[src/rtl/pwm_pkg.sv]
// Shared definitions for the PWM peripheral: decoder states, command-byte
// layout and register-file address map.
package pwm_pkg;

  typedef enum logic [2:0] {
    ST_IDLE,
    ST_WR_DATA,
    ST_WR_STROBE,
    ST_RD_REQ,
    ST_RD_CAP,
    ST_RD_DUMMY
  } dcd_state_t;

  localparam int ADDR_W       = 6;
  localparam int CMD_RW_BIT   = 7;
  localparam int CMD_HI_BIT   = 6;
  localparam int CMD_ADDR_MSB = 5;
  localparam int CMD_ADDR_LSB = 0;

  localparam logic [ADDR_W-1:0] REG_PERIOD        = 6'h00;
  localparam logic [ADDR_W-1:0] REG_EN            = 6'h02;
  localparam logic [ADDR_W-1:0] REG_COMPARE1      = 6'h03;
  localparam logic [ADDR_W-1:0] REG_COMPARE2      = 6'h05;
  localparam logic [ADDR_W-1:0] REG_COUNTER_RESET = 6'h07;
  localparam logic [ADDR_W-1:0] REG_COUNTER_VAL   = 6'h08;
  localparam logic [ADDR_W-1:0] REG_PRESCALE      = 6'h0A;
  localparam logic [ADDR_W-1:0] REG_UPNOTDOWN     = 6'h0B;
  localparam logic [ADDR_W-1:0] REG_PWM_EN        = 6'h0C;
  localparam logic [ADDR_W-1:0] REG_FUNCTIONS     = 6'h0D;

  // Base address plus the high-byte select; wraps at 64 by width.
  function automatic logic [ADDR_W-1:0] cmd_eff_addr(input logic [7:0] cmd);
    return cmd[CMD_ADDR_MSB:CMD_ADDR_LSB] + {{(ADDR_W-1){1'b0}}, cmd[CMD_HI_BIT]};
  endfunction

endpackage

[src/rtl/instr_dcd_if.sv]
// Bridge-side byte stream and register-file bus of the instruction decoder.
// master = decoder view, slave = bridge/register-file view.
interface instr_dcd_if;
  import pwm_pkg::*;

  logic              byte_sync;
  logic [7:0]        data_in;
  logic [7:0]        data_out;
  logic              read;
  logic              write;
  logic [ADDR_W-1:0] addr;
  logic [7:0]        data_read;
  logic [7:0]        data_write;
  logic              busy;

  modport master (
    input  byte_sync, data_in, data_read,
    output data_out, read, write, addr, data_write, busy
  );

  modport slave (
    output byte_sync, data_in, data_read,
    input  data_out, read, write, addr, data_write, busy
  );
endinterface

[src/rtl/instr_dcd.sv]
// Two-byte instruction decoder (command byte + data byte) between the SPI byte
// bridge and the PWM register file. Optional frame timeout: INSTR_DCD_TIMEOUT_EN.
module instr_dcd
  import pwm_pkg::*;
#(
  parameter int TIMEOUT_CYCLES = 4096
) (
  input logic       clk,
  input logic       rst_n,
  instr_dcd_if.master bus
);

  dcd_state_t        state_reg, state_next;
  logic [ADDR_W-1:0] addr_reg, addr_next;
  logic [7:0]        data_write_reg, data_write_next;
  logic [7:0]        data_out_reg, data_out_next;
  logic              pending_reg, pending_next;
  logic              timeout_hit;

`ifdef INSTR_DCD_TIMEOUT_EN
  localparam logic [15:0] TIMEOUT_LAST = 16'(TIMEOUT_CYCLES - 1);
  logic [15:0] cnt_reg, cnt_next;

  assign timeout_hit = (cnt_reg == TIMEOUT_LAST);
`else
  assign timeout_hit = 1'b0;
`endif

  always_ff @(posedge clk or negedge rst_n) begin
    if (!rst_n) begin
      state_reg      <= ST_IDLE;
      addr_reg       <= '0;
      data_write_reg <= '0;
      data_out_reg   <= '0;
      pending_reg    <= 1'b0;
`ifdef INSTR_DCD_TIMEOUT_EN
      cnt_reg        <= '0;
`endif
    end else begin
      state_reg      <= state_next;
      addr_reg       <= addr_next;
      data_write_reg <= data_write_next;
      data_out_reg   <= data_out_next;
      pending_reg    <= pending_next;
`ifdef INSTR_DCD_TIMEOUT_EN
      cnt_reg        <= cnt_next;
`endif
    end
  end

  always_comb begin
    state_next      = state_reg;
    addr_next       = addr_reg;
    data_write_next = data_write_reg;
    data_out_next   = data_out_reg;
    pending_next    = pending_reg;

    unique case (state_reg)
      ST_IDLE: begin
        if (bus.byte_sync) begin
          addr_next  = cmd_eff_addr(bus.data_in);
          state_next = bus.data_in[CMD_RW_BIT] ? ST_WR_DATA : ST_RD_REQ;
        end
      end
      ST_WR_DATA: begin
        if (bus.byte_sync) begin
          data_write_next = bus.data_in;
          state_next      = ST_WR_STROBE;
        end else if (timeout_hit) begin
          state_next = ST_IDLE;
        end
      end
      ST_WR_STROBE: begin
        state_next = ST_IDLE;
      end
      // An early dummy byte during the read turnaround is remembered so the
      // bridge is not left waiting on a byte it already sent.
      ST_RD_REQ: begin
        if (bus.byte_sync) pending_next = 1'b1;
        state_next = ST_RD_CAP;
      end
      ST_RD_CAP: begin
        data_out_next = bus.data_read;
        if (bus.byte_sync) pending_next = 1'b1;
        state_next = ST_RD_DUMMY;
      end
      ST_RD_DUMMY: begin
        if (pending_reg || bus.byte_sync) begin
          pending_next = 1'b0;
          state_next   = ST_IDLE;
        end else if (timeout_hit) begin
          state_next = ST_IDLE;
        end
      end
      default: begin
        state_next   = ST_IDLE;
        pending_next = 1'b0;
      end
    endcase
  end

`ifdef INSTR_DCD_TIMEOUT_EN
  // Counts only while parked in a byte-wait state; any transition clears it.
  always_comb begin
    cnt_next = '0;
    if ((state_next == state_reg) &&
        ((state_reg == ST_WR_DATA) || (state_reg == ST_RD_DUMMY)))
      cnt_next = cnt_reg + 16'd1;
  end
`endif

  assign bus.read       = (state_reg == ST_RD_REQ);
  assign bus.write      = (state_reg == ST_WR_STROBE);
  assign bus.busy       = (state_reg != ST_IDLE);
  assign bus.addr       = addr_reg;
  assign bus.data_write = data_write_reg;
  assign bus.data_out   = data_out_reg;

endmodule

[src/flat_wrapper.sv]
// flat-port wrapper written by rule: the top's interface ports become plain ports
module instr_dcd_flat import pwm_pkg::*;
#(
  parameter int TIMEOUT_CYCLES = 4096
)
  (clk, rst_n, bus_byte_sync, bus_data_in, bus_data_read, bus_data_out, bus_read, bus_write, bus_addr, bus_data_write, bus_busy);
  instr_dcd_if bus_i ();
  input logic clk;
  input logic rst_n;
  input wire logic [$bits(bus_i.byte_sync)-1:0] bus_byte_sync;
  input wire logic [$bits(bus_i.data_in)-1:0] bus_data_in;
  input wire logic [$bits(bus_i.data_read)-1:0] bus_data_read;
  output wire logic [$bits(bus_i.data_out)-1:0] bus_data_out;
  output wire logic [$bits(bus_i.read)-1:0] bus_read;
  output wire logic [$bits(bus_i.write)-1:0] bus_write;
  output wire logic [$bits(bus_i.addr)-1:0] bus_addr;
  output wire logic [$bits(bus_i.data_write)-1:0] bus_data_write;
  output wire logic [$bits(bus_i.busy)-1:0] bus_busy;
  assign bus_i.byte_sync = bus_byte_sync;
  assign bus_i.data_in = bus_data_in;
  assign bus_i.data_read = bus_data_read;
  assign bus_data_out = bus_i.data_out;
  assign bus_read = bus_i.read;
  assign bus_write = bus_i.write;
  assign bus_addr = bus_i.addr;
  assign bus_data_write = bus_i.data_write;
  assign bus_busy = bus_i.busy;
  instr_dcd #(.TIMEOUT_CYCLES(TIMEOUT_CYCLES)) u_core (.clk(clk), .rst_n(rst_n), .bus(bus_i));
endmodule
[config.mk]
export PLATFORM = sky130hd
export DESIGN_NAME = instr_dcd_flat
export DESIGN_NICKNAME = d
export VERILOG_FILES = /design/src/rtl/pwm_pkg.sv /design/src/rtl/instr_dcd_if.sv /design/src/rtl/instr_dcd.sv /design/src/flat_wrapper.sv
export SDC_FILE = /design/constraint.sdc
export NUM_CORES = 1
export LEC_CHECK = 0
export CORE_UTILIZATION = 46
export DETAILED_ROUTE_END_ITERATION = 6
export GPL_TIMING_DRIVEN = 0
export PLACE_DENSITY = 0.83
export SLEW_MARGIN = 20
export SYNTH_ARGS = -nofsm -noshare
export SYNTH_HDL_FRONTEND = slang
export SYNTH_SLANG_ARGS = --single-unit
[constraint.sdc]
create_clock -name clk -period 3.2 [get_ports clk]
set_input_delay 0.32 -clock clk [delete_from_list [all_inputs] [get_ports clk]]
set_output_delay 0.32 -clock clk [all_outputs]
set_load 0.005 [all_outputs]
# Word level (Yosys, flattened, before mapping)
# Index checks and enable logic that the tools add are counted.
# Widths: inputs -> output; s select.
[classes]
add_sub_neg = 1
n_mux = 8
reduce_logical = 9
bitwise_logic = 1
eq_ne = 9
[ops]
columns = ["cell", "count"]
rows = [
  ["$pmux 3 s5", 1],
  ["$mux 3", 3],
  ["$add 6x1->6", 1],
  ["$eq 3x2->1 const B", 2],
  ["$eq 3x3->1 const B", 2],
  ["$reduce_and 3->1", 2],
  ["$ne 2x1->1 const B", 2],
  ["$ne 2x2->1 const B", 2],
  ["$reduce_and 2->1", 2],
  ["$eq 3x1->1 const B", 1],
  ["$logic_not 3->1", 1],
  ["$pmux 1 s3", 1],
  ["$reduce_bool 3->1", 1],
  ["$reduce_or 3->1", 1],
  ["$mux 1", 2],
  ["$mux 2", 1],
  ["$reduce_or 2->1", 1],
  ["$logic_or 1x1->1", 1],
  ["$not 1->1", 1],
]
[word_totals]
out_inout_bits = 25
register_bits = 26
wordCells = 33
in_bits = 19

# Depth between registers and ports, before layout
# Gate-level depths: netlist of run 1.
[logic_depth]
depth_word = 4
mapped_depth = 5
ltp_nobuf = 5

# Worst setup path after synthesis of run 1
# OpenSTA, ideal clock, no wires.
[synth_timing]
kind = "register to register"
startpoint = "reg u_core.state_reg[1]"
endpoint = "reg u_core.data_write_reg[0], in the netlist u_core.bus.data_write[0]"
path_buffers = 1
setup_time_ns = 0.125
stages_incl_launch_ff = 5
slack_ns = 1.676
required_time_ns = 3.075
synth_period_minus_slack_ns = 1.524
t_arrival_ns = 1.399
path_cell_list = "dfrtp_1 > buf_6 > or3b_4 > nor2_8 > mux2_2"
[synth_between]
elab_chain_cells = 2
[synth_rtl]
columns = ["element", "line", "rtl"]
rows = [
  ["from (decl)", "instr_dcd.sv:13", "dcd_state_t state_reg, state_next;"],
  ["from (signal assigned)", "instr_dcd.sv:40", "state_reg <= state_next;"],
  ["$eq 3x1->1", "instr_dcd.sv:58", "unique case (state_reg)"],
  ["$reduce_and 2->1 (no line)", "-", ""],
  ["to (signal assigned)", "instr_dcd.sv:42", "data_write_reg <= data_write_next;"],
  ["to (decl)", "instr_dcd.sv:15", "logic [7:0] data_write_reg, data_write_next;"],
]
# Every way passes these cells.
# A chain may end at the register's enable or synchronous reset.

# Worst setup path after layout of run 1
[layout_timing]
startpoint = "reg u_core.state_reg[2]"
endpoint = "out bus_busy"
[layout_between]
elab_chain_cells = 1
[layout_rtl]
columns = ["element", "line", "rtl"]
rows = [
  ["$reduce_bool 3->1", "instr_dcd.sv:114", "assign bus.busy = (state_reg != ST_IDLE);"],
  ["to (decl)", "flat_wrapper.sv:18", "output wire logic [$bits(bus_i.busy)-1:0] bus_busy;"],
]
# Every way passes these cells.

==> reports/results.tsv, run 1 <==
stage	metric	value	unit
status	outcome	finished, final reports clean	
final_layout	share of layout cells above drive strength 1	22.4	%
clock_tree	clock tree sinks	26	
final_layout	Fillers	172	
drt	DRT Pass-1 Iters	3	
global_routing	most used routing layer	met2	
global_routing	largest net degree at the start of global routing	27	
timing	max_slew headroom	62.2	%
timing	worst slew pin tran	0.567	ns
setup_path	r2r endpoint	u_core.bus.data_write[7]$_DFFE_PN0P_	
synth	Post-Syn Instances	86	
clock_tree	CTS tree	built	
clock_tree	post-CTS sizing	0	
drt	WL final	2250	um
job	max-cap viol count	0	
timing	Tmin final	2.14	ns
synth	Area contributors post-synth	dfrtp_1, mux2_2, nor2_8, nor2_1, a21oi_1	
synth	sequential area share after synthesis	56.6	%
timing	Final Hold Viols	0	
clock_tree	clk_lat worst skew	0.31	ns
setup_path	worst reg2reg path startpoint	u_core.state_reg[1]$_DFFE_PN0P_	
global_routing	antenna violations before repair	0	
clock_tree	clk root buf	clkbuf_4	
final_layout	# diodes	0	
worst_hold_path	hold crit path type	in2async	
drt	DR iter-0 viols	8	
floorplan	core footprint	0.00228	mm^2
synth	syn nets	107	
drt	WL/cell	13.9	um
timing	Clock Skew	0.00189	ns
clock_tree	postcts setup bufs	0	
floorplan	die area	0.00270	mm^2
timing	final setup fails	0	
floorplan	site row count	17	
clock_tree	deepest clock path buffer count	2	
timing	Tcrit/Tclk final	67.0	%
setup_path	Worst setup EP type	output pin	
setup_path	Worst Path Required	2.88	ns
synth	Synth Flop Type	dfrtp_1	
global_routing	met3 Usage GRT	4.09	%
global_routing	GRT Overall Usage	18.7	%
place	Post-DP Area	0.00161	mm^2
place	HPWL Detailed	1710	um
setup_path	reg2reg path depth	4	
global_routing	number of global-route vias before repair	823	
global_routing	met2 global-route usage	30.3	%
synth	ys async rst share	100	%
final_layout	Design Area, Final	0.00166	mm^2
setup_path	flop-to-flop setup slack	1.59	ns
place	RePlAce Congestion	0.751	
drt	Via density	5.09	
clock_tree	Clock transition at path regs	0.14	ns
synth	share of the synthesized area in the top cell type	56.6	%
global_routing	first-pass GRT wire length	3640	um
setup_path	Worst EP arrival	1.82	ns
global_routing	Congestion Overflow GR	0	
synth	Yosys warning count	0	
drt	drc violations	0	
floorplan	DIE HEIGHT	52.0	um
floorplan	chip width	52.0	um
synth	Cell Area, Synth	0.00115	mm^2
power	Pleak	0.700	nW
floorplan	Initial Util	50.5	%
synth	Post-synth EDFFs	0	
final_layout	commonest non-fill, non-tap cell in the layout	clkdlybuf4s50_1	
timing	f_max	0.466	GHz
setup_path	type of origin of the critical path	register	
drt	Final ANT Viol Nets	0	
final_layout	Syn-to-layout area delta	44.1	%
setup_path	Crit Path Category	reg2out	
drt	vias	824	
synth	Netlist cell types	23	
place	IO buf count	43	
setup_path	maximum fanout along the worst path	10	
global_routing	met1 usage	24.4	%
final_layout	most frequent cells in the layout	clkdlybuf4s50_1, dfrtp_1, mux2_2	
clock_tree	H-tree depth	1	
synth	area leader, netlist	dfrtp_1	
timing	RSZ-0062 raised after global routing	no	
final_layout	# nets final	156	
synth	FF+latch count, synth	26	
power	Max VDD drop	0.000536	V
power	power per cell area	874	mW/mm^2
timing	setup total negative slack	0	ns
clock_tree	Inserted Clock Buffers	3	
timing	Pins Over Slew Limit	0	
synth	Syn Area/Cell	13.4	um^2
floorplan	# IOs	44	
## cell usage after synthesis (2+ instances only)
| cell type | count |
|---|---|
| a21oi_1 | 6 |
| buf_2 | 2 |
| dfrtp_1 | 26 |
| ha_1 | 2 |
| mux2_1 | 2 |
| mux2_2 | 16 |
| nand2_1 | 2 |
| nand3_1 | 2 |
| nor2_1 | 9 |
| nor2_8 | 2 |
| nor3_1 | 2 |
| o21ai_0 | 2 |
| xnor2_1 | 2 |
| xor2_1 | 2 |
## worst max-delay path by stage
| stage | startpoint | end | slack [ns] |
|---|---|---|---|
| final | u_core.state_reg[2]$_DFFE_PN0P_ | bus_busy | 1.06 |
| after global routing | u_core.state_reg[2]$_DFFE_PN0P_ | bus_busy | 0.99 |
| after CTS | u_core.state_reg[2]$_DFFE_PN0P_ | bus_busy | 1.04 |
| after detailed placement | bus_byte_sync | u_core.bus.data_write[6]$_DFFE_PN0P_ | 1.23 |
| after global placement | bus_byte_sync | u_core.bus.data_write[1]$_DFFE_PN0P_ | 1.24 |
| after floorplan | u_core.state_reg[1]$_DFFE_PN0P_ | u_core.bus.data_write[0]$_DFFE_PN0P_ | 1.68 |
## through the flow
step                      power (mW)  setup WS (ns)  utilization, %  cells  hold WS (ns)
after CTS                       1.47           1.04            72.7    162         0.522
after detailed placement        1.30           1.23            70.7    157         0.350
after global placement          1.27           1.24            70.9    157         0.475
after floorplan                0.900           1.68               -     86        0.0244
final                           1.45           1.06            72.7    162         0.506
after global routing            1.54          0.987            72.7    162         0.539
## logic make-up after synthesis
logic type,Yosys count,synth area share [%]
AO/OA/AOI/OAI,10,4.79
XOR/XNOR,4,3.05
flip-flops,26,56.6
adder cells (fa/ha/maj),2,2.18
buffers and inverters,4,2.18
multiplexers,18,17.6
AND/OR/NAND/NOR,22,13.5
## report_power, final
part | internal (mW) | switching (mW)
sequential | 0.488 | 0.0818
combinational | 0.460 | 0.253
clock | 0.0695 | 0.0943
## repair_timing
action | 4_1_cts | 5_1_grt
setup endpoints to repair | 0 | 0
hold buffers | 1 | 0
endpoints found under the hold margin | 26 | 0
## cell type report
cell class,count,area [um^2],area share [%]
Clock buffer,4,36.3,2.19
Inverter,1,3.75,0.227
Sequential cell,26,651,39.3
Multi-Input combinational cell,56,473,28.6
Buffer,3,21.3,1.28
Tap cell,28,35.0,2.12
Timing Repair Buffer,44,435,26.3
## worst max-delay path: stages, from the launching register on
cell and delay, ns:
dfrtp_1 0.40, buf_2 0.18, or3_2 0.48, clkdlybuf4s50_1 0.45
## per-layer routing
metal  share of wire (%)  wire, um
met2                  50      1130
met4                 1.0        23
met1                  45      1010
met5                   0         0
met3                 3.5        79
Note: power is estimated with default switching activity, not from simulation.
==> run 2: changes to the inputs <==
- CORE_UTILIZATION: 46 -> 38
- PLACE_DENSITY: 0.83 -> 0.74
- clock period: 3.2 -> 1.9 ns (I/O delays scaled with it)
==> reports/results.tsv, run 2 (synthesis gave the netlist of run 1 again) <==
stage	metric	value	unit	change
status	outcome	finished with violations		was finished, final reports clean
status	failing checks	design-rule violations		
setup_path	Crit Path Category	reg2out		unchanged
timing	Pins Over Slew Limit	0		unchanged
drt	vias	822		was 824
timing	RSZ-0062 raised after global routing	no		unchanged
drt	DRT Pass-1 Iters	5		was 3
drt	drc violations	2		was 0
timing	Final Hold Viols	0		unchanged
clock_tree	Clock transition at path regs	0.13	ns	was 0.14 ns
power	Sequential Power Share	39.0	%	was 39.4%
place	HPWL Detailed	1580	um	was 1710 um
floorplan	site row count	19		was 17
power	Sw Pwr	722	uW	was 429 uW
setup_path	Worst Path Required	1.71	ns	was 2.88 ns
drt	Via density	4.92		was 5.09
setup_path	reg2reg path depth	4		unchanged
worst_hold_path	hold crit path type	in2async		unchanged
timing	max_slew headroom	63.1	%	was 62.2%
final_layout	share of layout cells above drive strength 1	24.3	%	was 22.4%
power	power per cell area	1460	mW/mm^2	was 874 mW/mm^2
clock_tree	CTS tree	built		unchanged
clock_tree	clk_lat worst skew	0.31	ns	about the same
setup_path	flop-to-flop setup slack	0.22	ns	was 1.59 ns
final_layout	Syn-to-layout area delta	46.2	%	was 44.1%
drt	WL/cell	13.0	um	was 13.9 um
clock_tree	clock tree sinks	26		unchanged
place	RePlAce Congestion	0.701		was 0.751
clock_tree	deepest clock path buffer count	2		unchanged
final_layout	commonest non-fill, non-tap cell in the layout	clkdlybuf4s50_1		unchanged
setup_path	Crit-path slowest cell	clkdlybuf4s50_1		was or3_2
final_layout	register area	652	um^2	was 651 um^2
global_routing	first-pass GRT wire length	3650	um	was 3640 um
setup_path	r2r endpoint	u_core.bus.data_write[6]$_DFFE_PN0P_		was u_core.bus.data_write[7]$_DFFE_PN0P_
setup_path	Buf/Inv on CP	2		unchanged
setup_path	maximum fanout along the worst path	6		was 10
final_layout	most frequent cells in the layout	clkdlybuf4s50_1, dfrtp_1, mux2_2		unchanged
setup_path	crit-path max cell delay	0.53	ns	was 0.48 ns
drt	Final ANT Viol Nets	0		unchanged
setup_path	crit-path cells	buf_4, nor3b_1, clkdlybuf4s50_1		was buf_2, or3_2, clkdlybuf4s50_1
place	IO buf count	43		unchanged
global_routing	number of global-route vias before repair	835		was 823
floorplan	die area	0.00325	mm^2	was 0.00270 mm^2
global_routing	largest net degree at the start of global routing	27		unchanged
global_routing	Congestion Overflow GR	0		unchanged
timing	setup total negative slack	0	ns	unchanged
timing	f_max	0.548	GHz	
final_layout	# diodes	0		unchanged
floorplan	chip width	57.0	um	was 52.0 um
floorplan	DIE HEIGHT	57.0	um	was 52.0 um
setup_path	Worst EP arrival	1.63	ns	was 1.82 ns
power	Pleak	0.710	nW	was 0.700 nW
floorplan	core footprint	0.00281	mm^2	was 0.00228 mm^2
drt	DR iter-0 viols	11		was 8
setup_path	type of origin of the critical path	register		unchanged
timing	worst slew pin tran	0.553	ns	was 0.567 ns
timing	Clock Skew	0.00338	ns	was 0.00189 ns
floorplan	Initial Util	40.9	%	was 50.5%
floorplan	# IOs	44		unchanged
final_layout	Core Util, Final	59.9	%	was 72.7%
timing	Tcrit/Tclk final	96.0	%	
global_routing	antenna violations before repair	0		unchanged
global_routing	GRT Overall Usage	14.3	%	was 18.7%
final_layout	multi-input combinational cell area	473	um^2	unchanged
final_layout	# nets final	158		was 156
final_layout	Fillers	235		was 172
power	clock power share	11.1	%	was 11.3%
power	Logic pwr share	49.9	%	was 49.3%
power	Sw Ratio	29.4	%	was 29.6%
clock_tree	clk root buf	clkbuf_4		unchanged
setup_path	crit-path leading delay family	buffers and inverters		unchanged
timing	Tmin final	1.82	ns	
power	internal power	1.73	mW	was 1.02 mW
power	Max VDD drop	0.000865	V	was 0.000536 V
drt	WL final	2170	um	was 2250 um
setup_path	worst reg2reg path startpoint	u_core.state_reg[2]$_DFFE_PN0P_		was u_core.state_reg[1]$_DFFE_PN0P_
setup_path	Critical path origin	u_core.state_reg[2]$_DFFE_PN0P_		unchanged
job	max-cap viol count	0		unchanged
setup_path	Worst setup EP type	output pin		unchanged
clock_tree	H-tree depth	1		unchanged
clock_tree	Inserted Clock Buffers	3		unchanged
timing	final setup fails	0		unchanged
-- run 2: stage by stage --
step / hold slack (ns) / cell area [um^2] / setup WS [ns] / total power [mW] / instances
after floorplan: -0.106 / 1150 / 0.376 / 1.52 / 86
after global placement: 0.469 / 1620 / 0.0550 / 2.15 / 160
after detailed placement: 0.220 / 1610 / 0.0419 / 2.18 / 160
after CTS: 0.394 / 1680 / 0.0733 / 2.48 / 167
after global routing: 0.427 / 1680 / 0.0191 / 2.61 / 167
final: 0.375 / 1680 / 0.0760 / 2.46 / 167
-- run 2: layout make-up --
cell class / count / area share (%)
Multi-Input combinational cell: 56 / 28.2
Buffer: 2 / 1.12
Inverter: 1 / 0.224
Timing Repair Buffer: 47 / 27.2
Sequential cell: 26 / 38.8
Tap cell: 31 / 2.31
Clock buffer: 4 / 2.16
-- run 2: what timing repair did --
action,CTS,global route
endpoints found under the hold margin,26,0
setup endpoints to repair,1,0
setup buffers,3,0
hold buffers,1,0
gates resized for setup,3,0
-- run 2: worst max path at each step --
| stage | cells past startpoint | slack [ns] | endpoint |
|---|---|---|---|
| after floorplan | 4 | 0.38 | u_core.bus.data_write[0]$_DFFE_PN0P_ |
| after global placement | 4 | 0.05 | u_core.bus.data_write[3]$_DFFE_PN0P_ |
| after detailed placement | 4 | 0.04 | u_core.bus.data_write[2]$_DFFE_PN0P_ |
| after CTS | 3 | 0.07 | bus_write |
| after global routing | 3 | 0.02 | bus_write |
| final | 3 | 0.08 | bus_write |
-- run 2: per-layer routing --
| layer | share of wire, % | GRT usage [%] | vias up |
|---|---|---|---|
| met5 | 0 | 0 | - |
| met4 | 1.2 | 4.18 | 0 |
| met3 | 4.4 | 3.17 | 4 |
| met2 | 49 | 23.4 | 20 |
| met1 | 45 | 19.1 | 403 |
| li1 | - | - | 395 |
-- run 2: power by group through the flow --
stage          Clock [mW]  Sequential (mW)  Combinational [mW]
2_1_floorplan           0            0.979               0.537
3_3_place_gp            0            0.954                1.20
3_5_place_dp            0            0.969                1.21
4_1_cts             0.282            0.959                1.24
5_1_grt             0.300            0.992                1.32
6_report            0.273            0.957                1.23
==> run 3: changes to the inputs <==
- CORE_MARGIN: default -> 2
==> reports/results.tsv, run 3 (synthesis gave the netlist of run 1 again) <==
stage	metric	value	unit	change
drt	vias	811		was 822
power	clock power share	14.6	%	was 11.1%
setup_path	Crit-path slowest cell	or3_2		was clkdlybuf4s50_1
final_layout	register area	651	um^2	was 652 um^2
global_routing	first-pass GRT wire length	3750	um	was 3650 um
floorplan	site row count	19		unchanged
status	failing checks	design-rule violations		unchanged
timing	worst slew pin tran	0.572	ns	was 0.553 ns
setup_path	flop-to-flop setup slack	0.29	ns	was 0.22 ns
setup_path	r2r endpoint	u_core.bus.data_write[7]$_DFFE_PN0P_		was u_core.bus.data_write[6]$_DFFE_PN0P_
floorplan	DIE HEIGHT	59.0	um	was 57.0 um
place	dpl cells	160		unchanged
global_routing	number of global-route vias before repair	887		was 835
clock_tree	clock tree sinks	26		unchanged
setup_path	maximum fanout along the worst path	10		was 6
setup_path	Worst EP arrival	1.61	ns	was 1.63 ns
timing	max_slew headroom	61.8	%	was 63.1%
floorplan	# IOs	44		unchanged
power	Sw Pwr	730	uW	was 722 uW
final_layout	Fillers	240		was 235
place	HPWL Detailed	1760	um	was 1580 um
setup_path	reg2reg path depth	4		unchanged
drt	drc violations	2		unchanged
setup_path	crit-path max cell delay	0.46	ns	was 0.53 ns
job	max-cap viol count	0		unchanged
drt	WL final	2260	um	was 2170 um
global_routing	largest net degree at the start of global routing	27		unchanged
final_layout	Syn-to-layout area delta	47.1	%	was 46.2%
setup_path	Buf/Inv on CP	2		unchanged
clock_tree	H-tree depth	1		unchanged
power	Logic pwr share	48.0	%	was 49.9%
timing	Final Hold Viols	0		unchanged
place	IO buf count	43		unchanged
setup_path	worst reg2reg path startpoint	u_core.state_reg[2]$_DFFE_PN0P_		unchanged
setup_path	Worst setup EP type	output pin		unchanged
timing	Tcrit/Tclk final	94.7	%	was 96.0%
final_layout	# diodes	0		unchanged
drt	WL/cell	13.6	um	was 13.0 um
floorplan	die area	0.00348	mm^2	was 0.00325 mm^2
floorplan	Initial Util	40.9	%	unchanged
worst_hold_path	hold crit path type	in2async		unchanged
power	total power	2.55	mW	was 2.46 mW
final_layout	multi-input combinational cell area	478	um^2	was 473 um^2
final_layout	non-filler instance count after layout	166		was 167
floorplan	chip width	59.0	um	was 57.0 um
power	Max VDD drop	0.000695	V	was 0.000865 V
clock_tree	Inserted Clock Buffers	3		unchanged
setup_path	Crit Path Category	reg2out		unchanged
drt	Via density	4.89		was 4.92
clock_tree	CTS tree	built		unchanged
drt	DRT Pass-1 Iters	7		was 5
timing	final setup fails	0		unchanged
power	internal power	1.82	mW	was 1.73 mW
final_layout	commonest non-fill, non-tap cell in the layout	clkdlybuf4s50_1		unchanged
timing	Pins Over Slew Limit	0		unchanged
final_layout	share of layout cells above drive strength 1	23.7	%	was 24.3%
global_routing	Congestion Overflow GR	0		unchanged
setup_path	type of origin of the critical path	register		unchanged
clock_tree	deepest clock path buffer count	2		unchanged
clock_tree	Clock transition at path regs	0.15	ns	was 0.13 ns
timing	Tmin final	1.80	ns	was 1.82 ns
clock_tree	clk_lat worst skew	0.32	ns	was 0.31 ns
global_routing	GRT Overall Usage	14.0	%	was 14.3%
floorplan	core footprint	0.00281	mm^2	unchanged
drt	DR iter-0 viols	9		was 11
power	Sequential Power Share	37.4	%	was 39.0%
power	Sw Ratio	28.7	%	was 29.4%
status	outcome	finished with violations		unchanged
setup_path	Worst Path Required	1.71	ns	about the same
final_layout	most frequent cells in the layout	clkdlybuf4s50_1, dfrtp_1, mux2_2		unchanged
power	power per cell area	1510	mW/mm^2	was 1460 mW/mm^2
final_layout	# nets final	157		was 158
global_routing	antenna violations before repair	0		unchanged
place	RePlAce Congestion	0.660		was 0.701
clock_tree	clk root buf	clkbuf_4		unchanged
power	Pleak	0.715	nW	was 0.710 nW
setup_path	crit-path leading delay family	simple AND/OR/NAND/NOR gates		was buffers and inverters
timing	f_max	0.556	GHz	was 0.548 GHz
setup_path	crit-path cells	buf_2, or3_2, dlygate4sd2_1		was buf_4, nor3b_1, clkdlybuf4s50_1
drt	Final ANT Viol Nets	0		unchanged
setup_path	Critical path origin	u_core.state_reg[2]$_DFFE_PN0P_		unchanged
timing	Clock Skew	0.0141	ns	was 0.00338 ns
-- run 3: stage by stage --
stage	setup TNS [ns]	hold slack, ns	instance area, um^2	setup WS, ns	util [%]
floorplan	0	-0.106	1150	0.376	-
global placement	0	0.467	1620	0.0485	57.7
detailed placement	0	0.228	1610	0.0336	57.5
CTS	0	0.394	1680	0.0705	59.9
global route	-0.00616	0.394	1690	-0.00616	60.2
finish	0	0.377	1690	0.102	60.2
-- run 3: what timing repair did --
action / CTS / global route
resized for setup: 1 / 2
cloned: 0 / 0
setup buffers: 1 / 0
hold endpoints to repair: 26 / 0
setup endpoints to repair: 1 / 2
hold buffers: 1 / 0
-- run 3: power groups by stage --
stage	sequential [mW]	clock [mW]	combinational [mW]
global placement	0.950	0	1.20
floorplan	0.979	0	0.537
CTS	0.957	0.385	1.23
finish	0.952	0.373	1.22
detailed placement	0.969	0	1.22
global route	0.990	0.406	1.33
-- run 3: how the worst max path moves through the flow --
stage / cells after the start / slack, ns / end
2_1_floorplan: 4 / 0.38 / u_core.bus.data_write[0]$_DFFE_PN0P_
3_3_place_gp: 4 / 0.05 / u_core.bus.data_write[0]$_DFFE_PN0P_
3_5_place_dp: 4 / 0.03 / u_core.bus.data_write[2]$_DFFE_PN0P_
4_1_cts: 4 / 0.07 / bus_read
5_1_grt: 3 / -0.006 / bus_write
6_report: 3 / 0.10 / bus_busy
-- run 3: per-layer routing --
metal	routed length (um)	global-route usage [%]	share of wire, %
met5	0	0	0
met4	15	4.87	0.66
met3	167	3.71	7.4
met2	1120	23.8	49
met1	961	17.0	43
-- run 3: area by class of cell --
class                   instances  share of cell area [%]
plain buffers                   3                    1.41
repair buffers                 45                    26.1
well taps                      31                    2.30
multi-input cells              56                    28.3
clock buffers                   3                    1.33
inverters                       1                   0.222
flip-flops and latches         26                    38.5
clock inverters                 1                    1.78
